[config.mk]
export PLATFORM = sky130hd
export DESIGN_NAME = cfg_sequencer
export DESIGN_NICKNAME = d
export VERILOG_FILES = /design/src/rtl/cfg_sequencer.sv
export SDC_FILE = /design/constraint.sdc
export NUM_CORES = 1
export LEC_CHECK = 0
export BUFFER_PORTS_ARGS = -buffer_cell sky130_fd_sc_hd__buf_2
export CAP_MARGIN = 20
export CORE_MARGIN = 4
export CORE_UTILIZATION = 40
export DETAILED_ROUTE_END_ITERATION = 7
export SKIP_LAST_GASP = 1
export SYNTH_ARGS = -nofsm -noshare
export SYNTH_HDL_FRONTEND = slang
export SYNTH_SLANG_ARGS = --single-unit
[constraint.sdc]
create_clock -name i_clk -period 3.6 [get_ports i_clk]
set_clock_uncertainty 0.15 [all_clocks]
set_input_delay 0.36 -clock i_clk [delete_from_list [all_inputs] [get_ports i_clk]]
set_output_delay 0.36 -clock i_clk [all_outputs]
set_load 0.02 [all_outputs]
[src/rtl/cfg_sequencer.sv]
// Camera configuration sequencer: walks the {reg,val} ROM from address 0 and
// issues one SCCB register write per entry, honouring delay and end markers.
module cfg_sequencer #(
    parameter logic [7:0] CAM_ID       = 8'h42,
    parameter int         DELAY_CYCLES = 2_500_000
) (
    input  logic        i_clk,
    input  logic        i_rstn,
    input  logic        i_start,
    output logic [7:0]  o_rom_addr,
    input  logic [15:0] i_rom_data,
    output logic        o_sccb_valid,
    input  logic        i_sccb_ready,
    output logic [7:0]  o_sccb_id,
    output logic [7:0]  o_sccb_reg,
    output logic [7:0]  o_sccb_data,
    output logic        o_busy,
    output logic        o_done
);

    localparam int CNT_W = (DELAY_CYCLES > 1) ? $clog2(DELAY_CYCLES) : 1;
    localparam logic [CNT_W-1:0] CNT_LOAD = CNT_W'(DELAY_CYCLES - 1);
    localparam logic [15:0] END_MARK = 16'hFF_FF;
    localparam logic [15:0] DLY_MARK = 16'hFF_F0;
    localparam logic [7:0]  LAST_ADDR = 8'hFF;

    typedef enum logic [2:0] {
        IDLE,
        FETCH,
        DECODE,
        WRITE,
        DELAY,
        DONE
    } state_t;

    state_t           state, state_nxt;
    logic [7:0]       addr, addr_nxt;
    logic             valid, valid_nxt;
    logic [7:0]       sreg, sreg_nxt;
    logic [7:0]       sdata, sdata_nxt;
    logic [CNT_W-1:0] cnt, cnt_nxt;

    always_ff @(posedge i_clk or negedge i_rstn) begin
        if (!i_rstn) begin
            state <= IDLE;
            addr  <= 8'd0;
            valid <= 1'b0;
            sreg  <= 8'd0;
            sdata <= 8'd0;
            cnt   <= '0;
        end else begin
            state <= state_nxt;
            addr  <= addr_nxt;
            valid <= valid_nxt;
            sreg  <= sreg_nxt;
            sdata <= sdata_nxt;
            cnt   <= cnt_nxt;
        end
    end

    always_comb begin
        state_nxt = state;
        addr_nxt  = addr;
        valid_nxt = valid;
        sreg_nxt  = sreg;
        sdata_nxt = sdata;
        cnt_nxt   = cnt;
        case (state)
            IDLE, DONE: begin
                if (i_start) begin
                    state_nxt = FETCH;
                    addr_nxt  = 8'd0;
                end
            end
            FETCH: begin
                // ROM registers its output during this cycle
                state_nxt = DECODE;
            end
            DECODE: begin
                if (i_rom_data == END_MARK) begin
                    state_nxt = DONE;
                end else if (i_rom_data == DLY_MARK) begin
                    state_nxt = DELAY;
                    cnt_nxt   = CNT_LOAD;
                end else begin
                    state_nxt = WRITE;
                    valid_nxt = 1'b1;
                    sreg_nxt  = i_rom_data[15:8];
                    sdata_nxt = i_rom_data[7:0];
                end
            end
            WRITE: begin
                if (i_sccb_ready) begin
                    valid_nxt = 1'b0;
                    if (addr == LAST_ADDR) begin
                        state_nxt = DONE;
                    end else begin
                        state_nxt = FETCH;
                        addr_nxt  = addr + 8'd1;
                    end
                end
            end
            DELAY: begin
                if (cnt == '0) begin
                    if (addr == LAST_ADDR) begin
                        state_nxt = DONE;
                    end else begin
                        state_nxt = FETCH;
                        addr_nxt  = addr + 8'd1;
                    end
                end else begin
                    cnt_nxt = cnt - 1'b1;
                end
            end
            default: begin
                state_nxt = IDLE;
                valid_nxt = 1'b0;
            end
        endcase
    end

    assign o_rom_addr   = addr;
    assign o_sccb_valid = valid;
    assign o_sccb_id    = CAM_ID;
    assign o_sccb_reg   = sreg;
    assign o_sccb_data  = sdata;
    assign o_busy       = (state != IDLE) && (state != DONE);
    assign o_done       = (state == DONE);

endmodule

==> flow_metrics.tcl, run 1 <==
set metrics [dict create \
    die-area_um2 8320 \
    power_per_cell_area_nw_per_um2 670 \
    yosys-mux-area-fraction 0.0650 \
    fin_worst_hold_slack_ns 0.150 \
    final.period_utilization 0.809 \
    gp_congestion 0.770 \
    min_delay_path_depth 2 \
    crit_path_capture_type "flip-flop" \
    drt_first_pass_iters 4 \
    regToRegStartpoint "cnt[0]" \
    area.sequential_um2 1250 \
    yosys_register_bits 50 \
    reg2reg_slack_ns 0.69 \
    number_of_fill_cells 663 \
    min-delay-path-class "in2reg" \
    grt_first_pass_wirelength_um 10200 \
    grt.overflow.total 0 \
    grt_util_all_layers 0.149 \
    p_leak_nw 1.23 \
    dr_total_vias 2142 \
    largest-register "cnt" \
    timing_hold_violations_final 0 \
    drt-total-wl_um 5700 \
    total_switching_power_mw 0.843 \
    critPathArrivalTime_ns 3.01 \
    yosys-top-cells-area "sky130_fd_sc_hd__dfrtp_1, sky130_fd_sc_hd__mux2_2, sky130_fd_sc_hd__nor2_1" \
    cts_hold_buf 1 \
    post_route_antenna_net_violation_count 0 \
    multiInputGateArea_um2 1360 \
    die_h_um 91.2 \
    timing_max_transition_violations_final 0 \
    clk_transition_reported_paths_ns 0.09 \
    synth-edff-count 0 \
    first_global_vias 2073 \
    clock_insertion_delay_worst_skew_ns 0.30 \
    min-delay-start "i_rom_data[6]" \
    cts_sinks 50 \
    synth_cells 272 \
    finalPower_mw 2.06 \
    drt_iter0_drc 92 \
    worst_ep_required_time_ns 3.69 \
    total_number_of_yosys_warnings 0 \
    synth-simple-area-share 0.215 \
    seq_power_share 0.420 \
    syn_area_per_cell_um2 10.2 \
    post_synth_xor_area_fraction 0.0537 \
    core.rowCount 30 \
    power.ir.vdd_worst_mv 0.463 \
    clk_path_buf_depth 2 \
    netlist_cell_types 52 \
    floorplan.die.width_um 91.2 \
    cts_root_buf "sky130_fd_sc_hd__clkbuf_8" \
    cts.repair.resized 0 \
    p_clk_frac 0.151 \
    setup-tns-final_ns 0 \
    main_combinational_cell_family_by_area_after_synthesis "simple AND/OR/NAND/NOR gates" \
    ff2ff_path_depth 7 \
    num_io_pins 55 \
    comb_power_share 0.429 \
    floorplan.core_area_um2 6760 \
    cts_buffers 5 \
    initial_core_util 0.410 \
    drt-wirelength-per-cell_um 14.4 \
    io_buffers 46 \
    yosys_most_used_dff "sky130_fd_sc_hd__dfrtp_1" \
    cts_setup_buffers 0 \
    timing.critical_path.from_type "flip-flop" \
    internal_power_mw 1.22 \
    cts_tree "done" \
    synthDominantCellAreaShare 0.452 \
    drt_drc_violations_left 0 \
    ys_seq_area_frac 0.452 \
    ctsHtreeMaxLevel 2 \
    grt_setup_unrepaired "false" \
    worst_min_delay_path_endpoint "o_sccb_data[6]" \
    reg_to_reg_end "o_rom_addr[6]" \
    post-dp-hpwl_um 4100 \
    post_synthesis_adder_cell_area_fraction 0.00903 \
    power.share.switching 0.409 \
    synth.cell_area_um2 2770 \
    run_status "finished clean" \
    max_clock_freq_mhz 343 \
    finalCriticalPeriod_ns 2.91 \
    design.final.nets 337 \
    most_frequently_used_cell_type_in_the_post_synthesis_netlist "sky130_fd_sc_hd__dfrtp_1" \
    antenna_violations_before_repair 0 \
    slew_headroom 0.402 \
    insertedDiodeCount 0 \
    drive_above_1_share 0.276 \
    pin_count_of_the_biggest_net_entering_global_routing 28 \
    areaGrowthSynthToFinish_pct 11.0 \
    setup.worst_path.class "reg2reg" \
    synthTopCellsByCount "sky130_fd_sc_hd__dfrtp_1, sky130_fd_sc_hd__nor2_1, sky130_fd_sc_hd__mux2_2, sky130_fd_sc_hd__nand2_1" \
    largest_reg_flops 22 \
    setup_viol 0 \
    worstPathMaxFanout 19 \
    worst_pin_slew_ns 0.890 \
    synth-compound-area-share 0.136 \
    ys_async_sr_fraction 1.00 \
    post_drt_via_cell_ratio 5.42 \
    number_of_maximum_capacitance_violations 0 \
    netlist.top_cell.by_area "sky130_fd_sc_hd__dfrtp_1" \
]
==> layer usage <==
metal	wire length [um]	track usage
met1	2850	0.227
met2	2420	0.205
met3	351	0.0356
met4	70	0.0465
met5	0	0
==> critical path: stages (launching register included) <==
cell and delay (ns):
sky130_fd_sc_hd__dfrtp_1 0.42, sky130_fd_sc_hd__inv_1 0.07, sky130_fd_sc_hd__ha_1 0.18, sky130_fd_sc_hd__or3b_2 0.60
sky130_fd_sc_hd__nor3_2 0.47, sky130_fd_sc_hd__a21oi_2 0.31, sky130_fd_sc_hd__or4_1 0.57, sky130_fd_sc_hd__nand3_1 0.08
==> power groups by stage <==
stage / sequential, mW / clock [mW] / combinational [mW]
finish: 0.866 / 0.310 / 0.884
global route: 0.895 / 0.344 / 0.992
CTS: 0.866 / 0.326 / 0.892
detailed placement: 0.874 / 0 / 0.891
global placement: 0.867 / 0 / 0.879
floorplan: 0.985 / 0 / 0.536
==> metrics by stage <==
stage               area, um2  worst slack (ns)  instances   util
floorplan                2790              1.10        278      -
global placement         2990             0.820        387  0.442
detailed placement       2990             0.735        387  0.442
CTS                      3080             0.705        395  0.455
global route             3080             0.518        395  0.455
finish                   3080             0.686        395  0.455
==> cell families after synthesis <==
logic type               count (synthesis)
adder cells (fa/ha/maj)                  2
AND/OR/NAND/NOR                        106
flip-flops                              50
multiplexers                            16
buffers and inverters                   28
other                                    2
AO/OA/AOI/OAI                           51
XOR/XNOR                                17
==> cell type report <==
| type | instances | area share |
|---|---|---|
| flip-flops and latches | 50 | 0.407 |
| multi-input cells | 200 | 0.441 |
| inverters | 9 | 0.0110 |
| repair buffers | 49 | 0.0830 |
| well taps | 80 | 0.0325 |
| clock buffers | 5 | 0.0224 |
| clock inverters | 2 | 0.00325 |
==> layout by cell type, fill, tap and decap left out, types with 2 or more instances in the layout <==
master / instances
sky130_fd_sc_hd__dfrtp_1: 50
sky130_fd_sc_hd__buf_2: 46
sky130_fd_sc_hd__nor2_1: 30
sky130_fd_sc_hd__mux2_2: 16
sky130_fd_sc_hd__nand2_1: 16
sky130_fd_sc_hd__or4_1: 11
sky130_fd_sc_hd__nor3_1: 11
sky130_fd_sc_hd__xor2_1: 11
sky130_fd_sc_hd__a21oi_1: 10
sky130_fd_sc_hd__inv_1: 9
sky130_fd_sc_hd__nand4_1: 9
sky130_fd_sc_hd__o31ai_1: 8
sky130_fd_sc_hd__nand3_1: 8
sky130_fd_sc_hd__conb_1: 8
sky130_fd_sc_hd__o211ai_1: 7
sky130_fd_sc_hd__xnor2_1: 6
sky130_fd_sc_hd__o21ai_0: 6
sky130_fd_sc_hd__clkbuf_8: 5
sky130_fd_sc_hd__nand2b_1: 3
sky130_fd_sc_hd__o211ai_2: 3
sky130_fd_sc_hd__o21ai_1: 3
sky130_fd_sc_hd__or4_4: 2
sky130_fd_sc_hd__or3_1: 2
sky130_fd_sc_hd__nor4_1: 2
sky130_fd_sc_hd__a211oi_1: 2
sky130_fd_sc_hd__a31oi_1: 2
sky130_fd_sc_hd__o22ai_1: 2
sky130_fd_sc_hd__ha_1: 2
sky130_fd_sc_hd__clkinv_2: 2
sky130_fd_sc_hd__buf_4: 2
==> worst max-delay path by stage <==
stage                       from            end  cells after the start
after floorplan           cnt[0]  o_rom_addr[3]                      8
after global placement    cnt[0]  o_rom_addr[6]                      7
after detailed placement  cnt[0]  o_rom_addr[6]                      7
after CTS                 cnt[0]  o_rom_addr[6]                      7
after global routing      cnt[0]  o_rom_addr[6]                      7
final                     cnt[0]  o_rom_addr[6]                      7
Power figures use the tool's default switching activity.
==> run 2: changes to the inputs <==
==> constraint.sdc (replaced) <==
create_clock -name i_clk -period 2.7 [get_ports i_clk]
set_clock_uncertainty 0.15 [all_clocks]
set_input_delay 0.27 -clock i_clk [delete_from_list [all_inputs] [get_ports i_clk]]
set_output_delay 0.27 -clock i_clk [all_outputs]
set_load 0.02 [all_outputs]
==> run 2 against run 1 <==
Net effect:
- first-iteration DRC count rose by 1.1%
- sequential share of layout area decreased by 1.9 points
- clock power rose by 59%
- via count is 4.3% higher
- register-to-register slack worse by 0.49 ns
- clock-buffer cell count grew 2
- critical endpoint is now o_rom_addr[3]
==> flow_metrics.tcl, run 2 (synthesized netlist as in run 1, its figures left out) <==
set metrics [dict create \
    run_status "finished clean" \
    drt-wirelength-per-cell_um 14.5 \
    worst_pin_slew_ns 0.521 \
    grt.overflow.total 0 \
    cts_buffers 5 \
    layout.cells.most_common_list "sky130_fd_sc_hd__dfrtp_1, sky130_fd_sc_hd__buf_2, sky130_fd_sc_hd__nor2_1, sky130_fd_sc_hd__buf_4" \
    postLayoutCoreUtil 0.478 \
    grt_setup_unrepaired "false" \
    setup.worst_path.class "reg2reg" \
    timing_max_transition_violations_final 0 \
    io_buffers 46 \
    clk_path_buf_depth 2 \
    drt_iter0_drc 93 \
    post_route_antenna_net_violation_count 0 \
    die_h_um 91.2 \
    cts_sinks 50 \
    clock_insertion_delay_worst_skew_ns 0.31 \
    finalPower_mw 2.90 \
    setup_viol 0 \
    finalCriticalPeriod_ns 2.51 \
    clk_transition_reported_paths_ns 0.10 \
    reg2reg_slack_ns 0.19 \
    min_delay_path_depth 2 \
    timing.critical_path.from_type "flip-flop" \
    pin_count_of_the_biggest_net_entering_global_routing 21 \
    cts_root_buf "sky130_fd_sc_hd__clkbuf_8" \
    ff2ff_path_depth 7 \
    power_per_cell_area_nw_per_um2 897 \
    number_of_maximum_capacitance_violations 0 \
    cts_tree "done" \
    largest_reg_flops 22 \
    areaGrowthSynthToFinish_pct 16.6 \
    setup-tns-final_ns 0 \
    insertedDiodeCount 0 \
    post-dp-hpwl_um 4470 \
    final.period_utilization 0.928 \
    timing_hold_violations_final 0 \
    p_leak_nw 1.33 \
    reg_to_reg_end "o_rom_addr[3]" \
    min-delay-path-class "in2reg" \
    slew_headroom 0.653 \
    floorplan.die.width_um 91.2 \
    critPathArrivalTime_ns 2.57 \
    min-delay-start "i_rom_data[9]" \
    area.sequential_um2 1250 \
    core.rowCount 30 \
    drt_drc_violations_left 0 \
    drt-total-wl_um 5980 \
    postLayoutCellArea_um2 3230 \
    post_drt_via_cell_ratio 5.41 \
    antenna_violations_before_repair 0 \
    design.final.nets 354 \
    multiInputGateArea_um2 1360 \
    power.ir.vdd_worst_mv 0.698 \
    ctsHtreeMaxLevel 2 \
    dr_total_vias 2235 \
    largest-register "cnt" \
    standard_cell_area_after_detailed_placement_um2 3110 \
    worstPathMaxFanout 6 \
    number_of_fill_cells 651 \
    drt_first_pass_iters 4 \
    grt_first_pass_wirelength_um 10300 \
    initial_core_util 0.410 \
    gp_congestion 0.788 \
    crit_path_capture_type "flip-flop" \
    die-area_um2 8320 \
    worst_min_delay_path_endpoint "o_sccb_reg[1]" \
    floorplan.core_area_um2 6760 \
    drive_above_1_share 0.315 \
    worst_ep_required_time_ns 2.77 \
    num_io_pins 55 \
    max_clock_freq_mhz 399 \
    mostFrequentLayoutCell "sky130_fd_sc_hd__dfrtp_1" \
    regToRegStartpoint "cnt[0]" \
    grt_util_all_layers 0.149 \
    first_global_vias 2219 \
]
-- run 2: cell types whose count changed in the layout (fill, tap and decap cells not counted) --
cell | previous run | this run
sky130_fd_sc_hd__clkinv_2 | 2 | 0
sky130_fd_sc_hd__clkbuf_8 | 5 | 7
sky130_fd_sc_hd__buf_4 | 2 | 19
sky130_fd_sc_hd__clkinv_4 | 0 | 1
-- run 2: final cells by class --
type	count	area share
clock inverter	1	0.00271
sequential	50	0.387
tap	80	0.0310
timing repair buffer	66	0.119
inverter	9	0.0105
clock buffer	7	0.0298
multi-input combinational	200	0.420
-- run 2: through the flow --
stage	setup WS, ns	std cells	hold slack (ns)
floorplan	0.197	278	-0.176
global placement	0.257	404	0.0591
detailed placement	0.209	404	0.0657
CTS	0.174	413	0.0439
global route	0.0688	413	0.0443
finish	0.195	413	0.0530
-- run 2: repair_timing --
action | in CTS | in global routing
hold endpoints to repair | 14 | 0
buffers inserted | 0 | 0
resized for setup | 0 | 0
hold buffers | 1 | 0
-- run 2: critical path: stages, from the launching register on --
cell and delay [ns]:
sky130_fd_sc_hd__dfrtp_1 0.42, sky130_fd_sc_hd__inv_1 0.07, sky130_fd_sc_hd__ha_1 0.18, sky130_fd_sc_hd__or3b_2 0.52, sky130_fd_sc_hd__or3_1 0.51, sky130_fd_sc_hd__o21ai_4 0.23
sky130_fd_sc_hd__nand2b_4 0.09, sky130_fd_sc_hd__o41ai_2 0.26
-- run 2: power by group --
part	total, mW	internal [mW]	switching, mW
registers	1.12	0.968	0.149
clock network	0.492	0.235	0.256
logic	1.29	0.531	0.759
-- run 2: routing by layer --
layer | GRT usage | part of all wire | wire length (um)
met1 | 0.205 | 0.48 | 2860
met3 | 0.0331 | 0.045 | 270
met5 | 0 | 0 | 0
met2 | 0.239 | 0.47 | 2790
met4 | 0.0377 | 0.0085 | 51
-- run 2: worst max path at each step --
stage,from,to,slack (ns),cells past startpoint
after floorplan,cnt[0],o_rom_addr[3],0.20,8
after global placement,cnt[0],o_rom_addr[3],0.26,7
after detailed placement,cnt[0],o_rom_addr[3],0.21,7
after CTS,cnt[0],o_rom_addr[3],0.17,7
after global routing,cnt[0],o_rom_addr[3],0.07,7
final,cnt[0],o_rom_addr[3],0.19,7
